[config.mk]
export PLATFORM = sky130hd
export DESIGN_NAME = serial_adder
export DESIGN_NICKNAME = d
export VERILOG_FILES = /design/src/rtl/serial_adder.sv
export SDC_FILE = /design/constraint.sdc
export NUM_CORES = 1
export LEC_CHECK = 0
export CAP_MARGIN = 20
export CORE_MARGIN = 2
export CORE_UTILIZATION = 46
export CTS_CLUSTER_DIAMETER = 200
export DETAILED_ROUTE_END_ITERATION = 7
export GPL_TIMING_DRIVEN = 0
export PLACE_DENSITY = 0.75
export RECOVER_POWER = 50
export SETUP_SLACK_MARGIN = 0.5
export SLEW_MARGIN = 25
export SYNTH_ARGS = -nofsm -noshare
export SYNTH_HDL_FRONTEND = slang
export SYNTH_SLANG_ARGS = --single-unit
[constraint.sdc]
create_clock -name clk -period 1.4 [get_ports clk]
set_input_delay 0.14 -clock clk [delete_from_list [all_inputs] [get_ports clk]]
set_output_delay 0.14 -clock clk [all_outputs]
set_load 0.03 [all_outputs]
[src/rtl/serial_adder.sv]
`default_nettype none
// ============================================================================
// Module   : serial_adder
// Purpose  : Bit-serial adder. Adds two WIDTH-bit operands plus a carry-in,
//            LSB first, one bit per clock, through a gate-level full-adder
//            cell with a registered carry between bit positions.
//            Operands and carry-in are captured when start is accepted
//            (state IDLE or DONE). The result is loaded into sum/cout
//            together with a one-cycle done pulse.
// Ports    : clk    - rising-edge clock
//            reset  - asynchronous active-high reset, clears all state
//            start  - begin an addition (sampled only in IDLE or DONE)
//            a, b   - WIDTH-bit operands, captured when start is accepted
//            cin    - carry-in, captured when start is accepted
//            busy   - high while the adder is stepping through the bits
//            done   - one-cycle pulse when sum/cout are loaded
//            sum    - registered result, holds until the next completion
//            cout   - registered carry-out, holds until the next completion
// Revision : 1.0 - initial release
// ============================================================================
module serial_adder #(
    parameter int WIDTH = 8
) (
    input  logic             clk,
    input  logic             reset,
    input  logic             start,
    input  logic [WIDTH-1:0] a,
    input  logic [WIDTH-1:0] b,
    input  logic             cin,
    output logic             busy,
    output logic             done,
    output logic [WIDTH-1:0] sum,
    output logic             cout
);

    // Counter only needs to reach WIDTH-1, so clog2(WIDTH) bits never wrap early.
    localparam int                 c_CNT_W    = (WIDTH > 1) ? $clog2(WIDTH) : 1;
    localparam logic [c_CNT_W-1:0] c_CNT_LAST = c_CNT_W'(WIDTH - 1);

    typedef enum logic [1:0] {
        S_IDLE = 2'd0,
        S_RUN  = 2'd1,
        S_DONE = 2'd2
    } state_t;

    state_t             r_state;
    logic [WIDTH-1:0]   r_a_sh;
    logic [WIDTH-1:0]   r_b_sh;
    logic [WIDTH-1:0]   r_s_sh;
    logic               r_carry;
    logic [c_CNT_W-1:0] r_cnt;
    logic               r_busy;
    logic               r_done;
    logic [WIDTH-1:0]   r_sum;
    logic               r_cout;

    // Full-adder bit cell on the current LSBs.
    logic             w_prop;
    logic             w_gen;
    logic             w_s;
    logic             w_c;
    logic [WIDTH-1:0] w_s_next;

    assign w_prop   = r_a_sh[0] ^ r_b_sh[0];
    assign w_gen    = r_a_sh[0] & r_b_sh[0];
    assign w_s      = w_prop ^ r_carry;
    assign w_c      = w_gen | (w_prop & r_carry);
    // New sum bit enters at the MSB so after WIDTH steps bit 0 sits at the LSB.
    assign w_s_next = {w_s, r_s_sh[WIDTH-1:1]};

    always_ff @(posedge clk or posedge reset) begin
        if (reset) begin
            r_state <= S_IDLE;
            r_a_sh  <= '0;
            r_b_sh  <= '0;
            r_s_sh  <= '0;
            r_carry <= 1'b0;
            r_cnt   <= '0;
            r_busy  <= 1'b0;
            r_done  <= 1'b0;
            r_sum   <= '0;
            r_cout  <= 1'b0;
        end else begin
            case (r_state)
                S_IDLE, S_DONE: begin
                    // DONE accepts start exactly like IDLE, enabling back-to-back operation.
                    r_done <= 1'b0;
                    if (start) begin
                        r_a_sh  <= a;
                        r_b_sh  <= b;
                        r_carry <= cin;
                        r_cnt   <= '0;
                        r_s_sh  <= '0;
                        r_busy  <= 1'b1;
                        r_state <= S_RUN;
                    end else begin
                        r_busy  <= 1'b0;
                        r_state <= S_IDLE;
                    end
                end

                S_RUN: begin
                    r_s_sh  <= w_s_next;
                    r_carry <= w_c;
                    r_a_sh  <= {1'b0, r_a_sh[WIDTH-1:1]};
                    r_b_sh  <= {1'b0, r_b_sh[WIDTH-1:1]};
                    r_cnt   <= r_cnt + 1'b1;
                    if (r_cnt == c_CNT_LAST) begin
                        r_sum   <= w_s_next;
                        r_cout  <= w_c;
                        r_busy  <= 1'b0;
                        r_done  <= 1'b1;
                        r_state <= S_DONE;
                    end
                end

                default: begin
                    r_busy  <= 1'b0;
                    r_done  <= 1'b0;
                    r_state <= S_IDLE;
                end
            endcase
        end
    end

    assign busy = r_busy;
    assign done = r_done;
    assign sum  = r_sum;
    assign cout = r_cout;

endmodule
`default_nettype wire
After elaboration in Yosys (flattened, before gate mapping)
Index checks and enable logic that the tools add are counted.
- add/sub/neg operators: 1
- $mul: 0
- div/mod/pow operators: 0
- $lt $le $gt $ge: 0
- eq/ne operators: 5
- shift-type cells: 0
- muxes and demuxes: 18
- bitwise operators: 5
- reduce and logical (&&, ||, !) cells: 5
- operator list (kind ; number):
    one-hot mux 8 bit (2 select lines) ; 3
    two-way mux 8 bit ; 3
    two-way mux 1 bit ; 6
    one-hot mux 3 bit (2 select lines) ; 1
    inequality test 2 bit, second input constant ; 2
    one-hot mux 1 bit (2 select lines) ; 2
    one-hot mux 2 bit (2 select lines) ; 1
    AND reduction 2 bit ; 2
    adder 3 x 1 -> 3 bit, second input constant ; 1
    == test 3 bit, second input constant ; 1
    two-way mux 3 bit ; 1
    AND 1 bit ; 2
    == test 2 x 1 -> 1 bit, second input constant ; 1
    == test 2 bit, second input constant ; 1
    zero test 2 bit ; 1
    two-way mux 2 bit ; 1
    nonzero test 2 bit ; 1
    OR reduction 2 bit ; 1
    bitwise XOR 1 bit ; 2
    OR 1 bit ; 1
- flip-flop bits (word level): 41
- latch bits: 0
- RAM bits: 0
- memory bits (read-only): 0
- input bits: 20
- output and inout bits: 11
- memories: 0

Longest topological paths before layout
- depth after elaboration: 4
- depth in mapped cells: 6
- gate-level depth less buffers: 4

Worst setup path after synthesis
OpenSTA, ideal clock, no wires.
- path type: register to register
- start point: register, netlist name done
- end point: register r_s_sh[1]
- library setup time: 0.121 ns
- arrival time: 1.373 ns
- required time: 1.279 ns
- setup slack: -0.094 ns
- cell stages (with the launch flop): 7
- path buffers: 3
- period minus slack after synthesis: 1.494 ns
- cells stage by stage: dfrtp_1 buf_6 nand2b_1 buf_6 and2_4 buf_6 a22o_1
- RTL lines (item ; RTL line ; text):
    end signal, assigned ; 103 ; r_s_sh <= w_s_next;
    end, declared ; 49 ; logic [WIDTH-1:0] r_s_sh;

Final worst setup path
- start point: register r_state[0]
- end point: register r_s_sh[1]
- cells in the longest elaborated chain, start to end: 4
- ends and longest elaborated chain (item ; RTL line ; text):
    start, declared ; 46 ; state_t r_state;
    start signal, assigned ; 73 ; r_state <= S_IDLE;
    start signal, assigned ; 95 ; r_state <= S_RUN;
    start signal, assigned ; 98 ; r_state <= S_IDLE;
    == test 2 bit / zero test 2 bit (equally long branches) ; 84 ; case (r_state)
    OR reduction 2 bit ; 84 ;
    inequality test 2 bit (no line) / nonzero test 2 bit (equally long branches) ; - ;
    AND reduction 2 bit (no line) ; - ;
Several ways; a longest one is shown, not always the timed one.
A chain may end at the register's enable or synchronous reset.

==> results.md <==
- The share of the cycle needed by the critical path after routing is 99.89%.
- The sum of routed wire length over all layers is 4.177 mm.
- At the end of the flow, the number of nets in the layout was 227.
- The die outline height is 64.17 um.
- The routed design could run at a clock period as short as 1398 ps.
- The analysis attributes to net switching a power of 2.414 mW.
- The post-CTS clock slew at the launch and capture registers of the worst setup and hold paths is 120 ps.
- Summed over all failing endpoints, the final setup total negative slack is 0 ps.
- The most frequent cell after synthesis is dfrtp_1.
- Sequential cells account for 32.8% of the total power.
- The maximum vdd ir drop is 1282 uV.
- The number of antenna violations at the first check in global routing was 0.
- The count of cells in the finished layout, fillers not included, comes to 251.
- The startpoint identified for the worst register-to-register timing path is r_state[0].
- The worst hold path belongs to the class in2reg.
- Summing all placed instances gives a cell area of 2138 um2.
- The worst pin sits at a relative slew slack of 36.32%.
- The number of global-route vias before repair is 1353.
- The required time of the critical path is 1640 ps.
- In the post-synthesis netlist, the biggest area contributors are dfrtp_1 59%, mux2_1 6.1%, a22o_1 5.3%.
- The number of pins exceeding their max-slew limit in the final report came to 0.
- The mean number of vias per cell is 5.283.
- The cell count of the worst hold path is 3.
- The global-route wire length before repair is 6.306 mm.
- Hold is met by 195.7 ps.
- The cell at the root of the clock tree is clkbuf_4.
- The post-route netlist has 50.73% of its cells at a drive strength greater than 1.
- Entering global routing, the biggest net connects 40 pins.
- The area growth from synthesis to layout is 59.43%.
- The level count of the clock H-tree is 2.
- The final design area excluding fillers is 2655 um2.
- The cell count after synthesis is 137.
- The run finished with clean final reports.
- OpenSTA, run right after detailed placement, puts the worst setup slack at -11.11 ps.
- The largest driver fanout on the critical path is 7.
- The iteration count of the initial detailed-routing pass is 4.
- The dominant cell type by area after synthesis is dfrtp_1.
- The share of total power in the clock network is 9.1%.
- Yosys mapped the design onto 24 distinct sky130hd cell types.
- The initial utilization of the core area, before any placement, comes to 48.75%.
- In this run the worst setup path begins at r_state[0].
- The post-route clock skew is 18.40 ps.
- The slew of the pin with the lowest slew margin is 950.0 ps.
- In the final routed layout, each cell accounts on average for 16.64 um.
- The residual antenna-violating net count after detailed routing is 0.
- The number of CTS-inserted buffers is 5.
- Once detailed placement completed, the half-perimeter wirelength came to 2.112 mm.
- The final setup violation count is 0.
- The total number of yosys warnings is 0.
- Following the worst setup path forward leads to its endpoint at r_s_sh[1].
- Counting flops with an async set or reset pin after synthesis yields a share of 100.0%.
- For this design the ratio of total power to cell area is 2344 nW/um2.
- The net count of the mapped netlist is 160.
- Clock latency on the worst-skew pair, taken at its later pin, is 360 ps.
- The worst setup path is captured at a register.
- The number of maximum-capacitance violations is 0.
- The detailed router's first-iteration violation count is 55.
- The number of sinks on the clock net is 39.
- For this run, the total global-route usage over all layers was measured as 20.19%.
- The mapped netlist covers 1665 um2.
- The final weighted congestion in routability-driven placement is 0.7827.
- The detailed-route DRC error count is 0.
- The horizontal die dimension is 64.17 um.
- The final route contains 1326 vias.
- For this design the static power due to leakage is 1.220 nW.
- After detailed placement, the design holds a cell count of 212.
- The final count of hold timing violations is 0.
- For the worst setup path, the data arrival time is 1640 ps.
- The startpoint of the tightest hold check path is start.
- The maximum operating frequency is 715.1 MHz.
- Summing internal, switching and leakage power gives 6.224 mW.
- The worst flop-to-flop path endpoint is r_s_sh[1].
- Per report_power, the combinational group accounts for 58.1% of the total.
- In this run the tool buffered the top-level ports with 29 buffer cells.
- After floorplanning, the core was divided into 21 placement rows.
- The dominant synthesized flop cell is dfrtp_1.
- TritonCTS built the clock tree.
- The overall overflow remaining after global route is 0.
- Yosys mapped a number of flops with a built-in enable equal to 0.
- For this design the top-level I/O count stands at 31.
- The proportion of synthesized chip area in sequential cells is 58.60%.
- The switching part of the total power is 38.79%.
- No sink is reached through more buffers than the 2 on the longest clock path.
- After floorplanning, the core was sized to cover 3416 um2.
- The worst register-to-register path has a depth of 5.
- Across all register-to-register paths, the minimum setup slack is 2 ps.
- Setup repair after global routing could not meet its margin everywhere.
- The area of the die is 4118 um2.
- 0 antenna diodes ended up in the layout.
- At the end of the flow the core is filled with cells to 77.73%.
- The share of synthesized area in the top cell type comes to 58.60%.
- The critical path in this run is classified as reg2reg.
- The kind of start point of the critical path is a register.
- By count the netlist is led by 39 x dfrtp_1, 16 x inv_1, 15 x a21oi_1.
- After layout, the worst setup slack is 1.580 ps.
- The average cell area after synthesis is 12.16 um2.
- In this run, synthesis produced a sequential element count of 39.
- The internal power contribution is 3.810 mW.
-- worst min-delay path by stage --
| stage | endpoint | slack [ps] |
|---|---|---|
| after floorplan | busy | 110 |
| after global placement | r_s_sh[1] | 490 |
| after detailed placement | r_s_sh[1] | 500 |
| after CTS | r_a_sh[6] | 190 |
| after global routing | r_b_sh[7] | 230 |
| final | r_a_sh[5] | 200 |
-- flip-flops by register name (all words and copies together), names as in the netlist --
register,flops
sum,8
done,1
r_a_sh,8
busy,1
r_s_sh,7
r_cnt,3
r_carry,1
r_b_sh,8
cout,1
r_state,1
-- layer usage --
metal	vias to the layer above	wire length [um]	GRT usage, %
met5	-	0	0
met4	0	121	9.840
met3	11	130	4.049
met2	33	2140	33.72
met1	663	1786	24.97
li1	619	-	-
-- worst max-delay path, stage by stage (launching register included) --
cell,delay (ps)
dfrtp_1,450
nand2b_1,180
clkbuf_4,180
and2_4,170
buf_6,140
a22o_1,170
-- power by group through the flow --
| stage | registers (mW) | logic, mW | clock network (mW) |
|---|---|---|---|
| after floorplan | 2.16 | 1.58 | 0 |
| after global placement | 1.97 | 2.30 | 0 |
| after detailed placement | 2.00 | 2.39 | 0 |
| after CTS | 1.98 | 3.07 | 0.567 |
| after global routing | 2.09 | 3.87 | 0.633 |
| final | 2.04 | 3.62 | 0.567 |
-- logic make-up after synthesis --
logic type / count (synthesis) / synth area share (%)
compound gates: 44 / 16.90
xor+xnor: 1 / 0.5260
fa+ha+maj: 3 / 2.705
buf+inv: 26 / 8.189
flops: 39 / 58.60
mux: 14 / 9.166
simple gates: 10 / 3.907
-- cells in the final DEF (no fill, tap or decap), types with 2 or more instances in the layout --
master	instances
nand3_2	2
nand2_8	2
a211oi_1	2
mux2_4	10
o22ai_4	8
clkbuf_4	6
buf_2	2
clkinvlp_2	2
inv_1	14
a21oi_2	13
clkbuf_1	2
a21oi_1	2
buf_4	22
buf_6	22
o21ai_2	2
o22ai_1	4
mux2i_1	4
dfrtp_1	38
a22o_1	10
clkdlybuf4s50_1	17
nor2b_1	3
-- cell type report --
| type | count | area, um2 |
|---|---|---|
| fill | 224 | 760.7 |
| timing repair inverter | 1 | 5.005 |
| timing repair buffer | 58 | 561.8 |
| inverter | 16 | 61.31 |
| buffer | 10 | 96.34 |
| tap | 46 | 57.56 |
| clock inverter | 1 | 5.005 |
| clock buffer | 7 | 45.04 |
| multi-input combinational | 73 | 845.8 |
| sequential | 39 | 977.2 |
-- timing repair --
item                                   in CTS  in global routing
setup endpoints to repair                  50                 51
pin swaps                                   7                 11
setup buffers                              20                  7
resized for setup                          88                 33
hold buffers                                0                  0
gates cloned                                3                  1
endpoints found under the hold margin       0                  0
(Power assumes the default switching activity.)
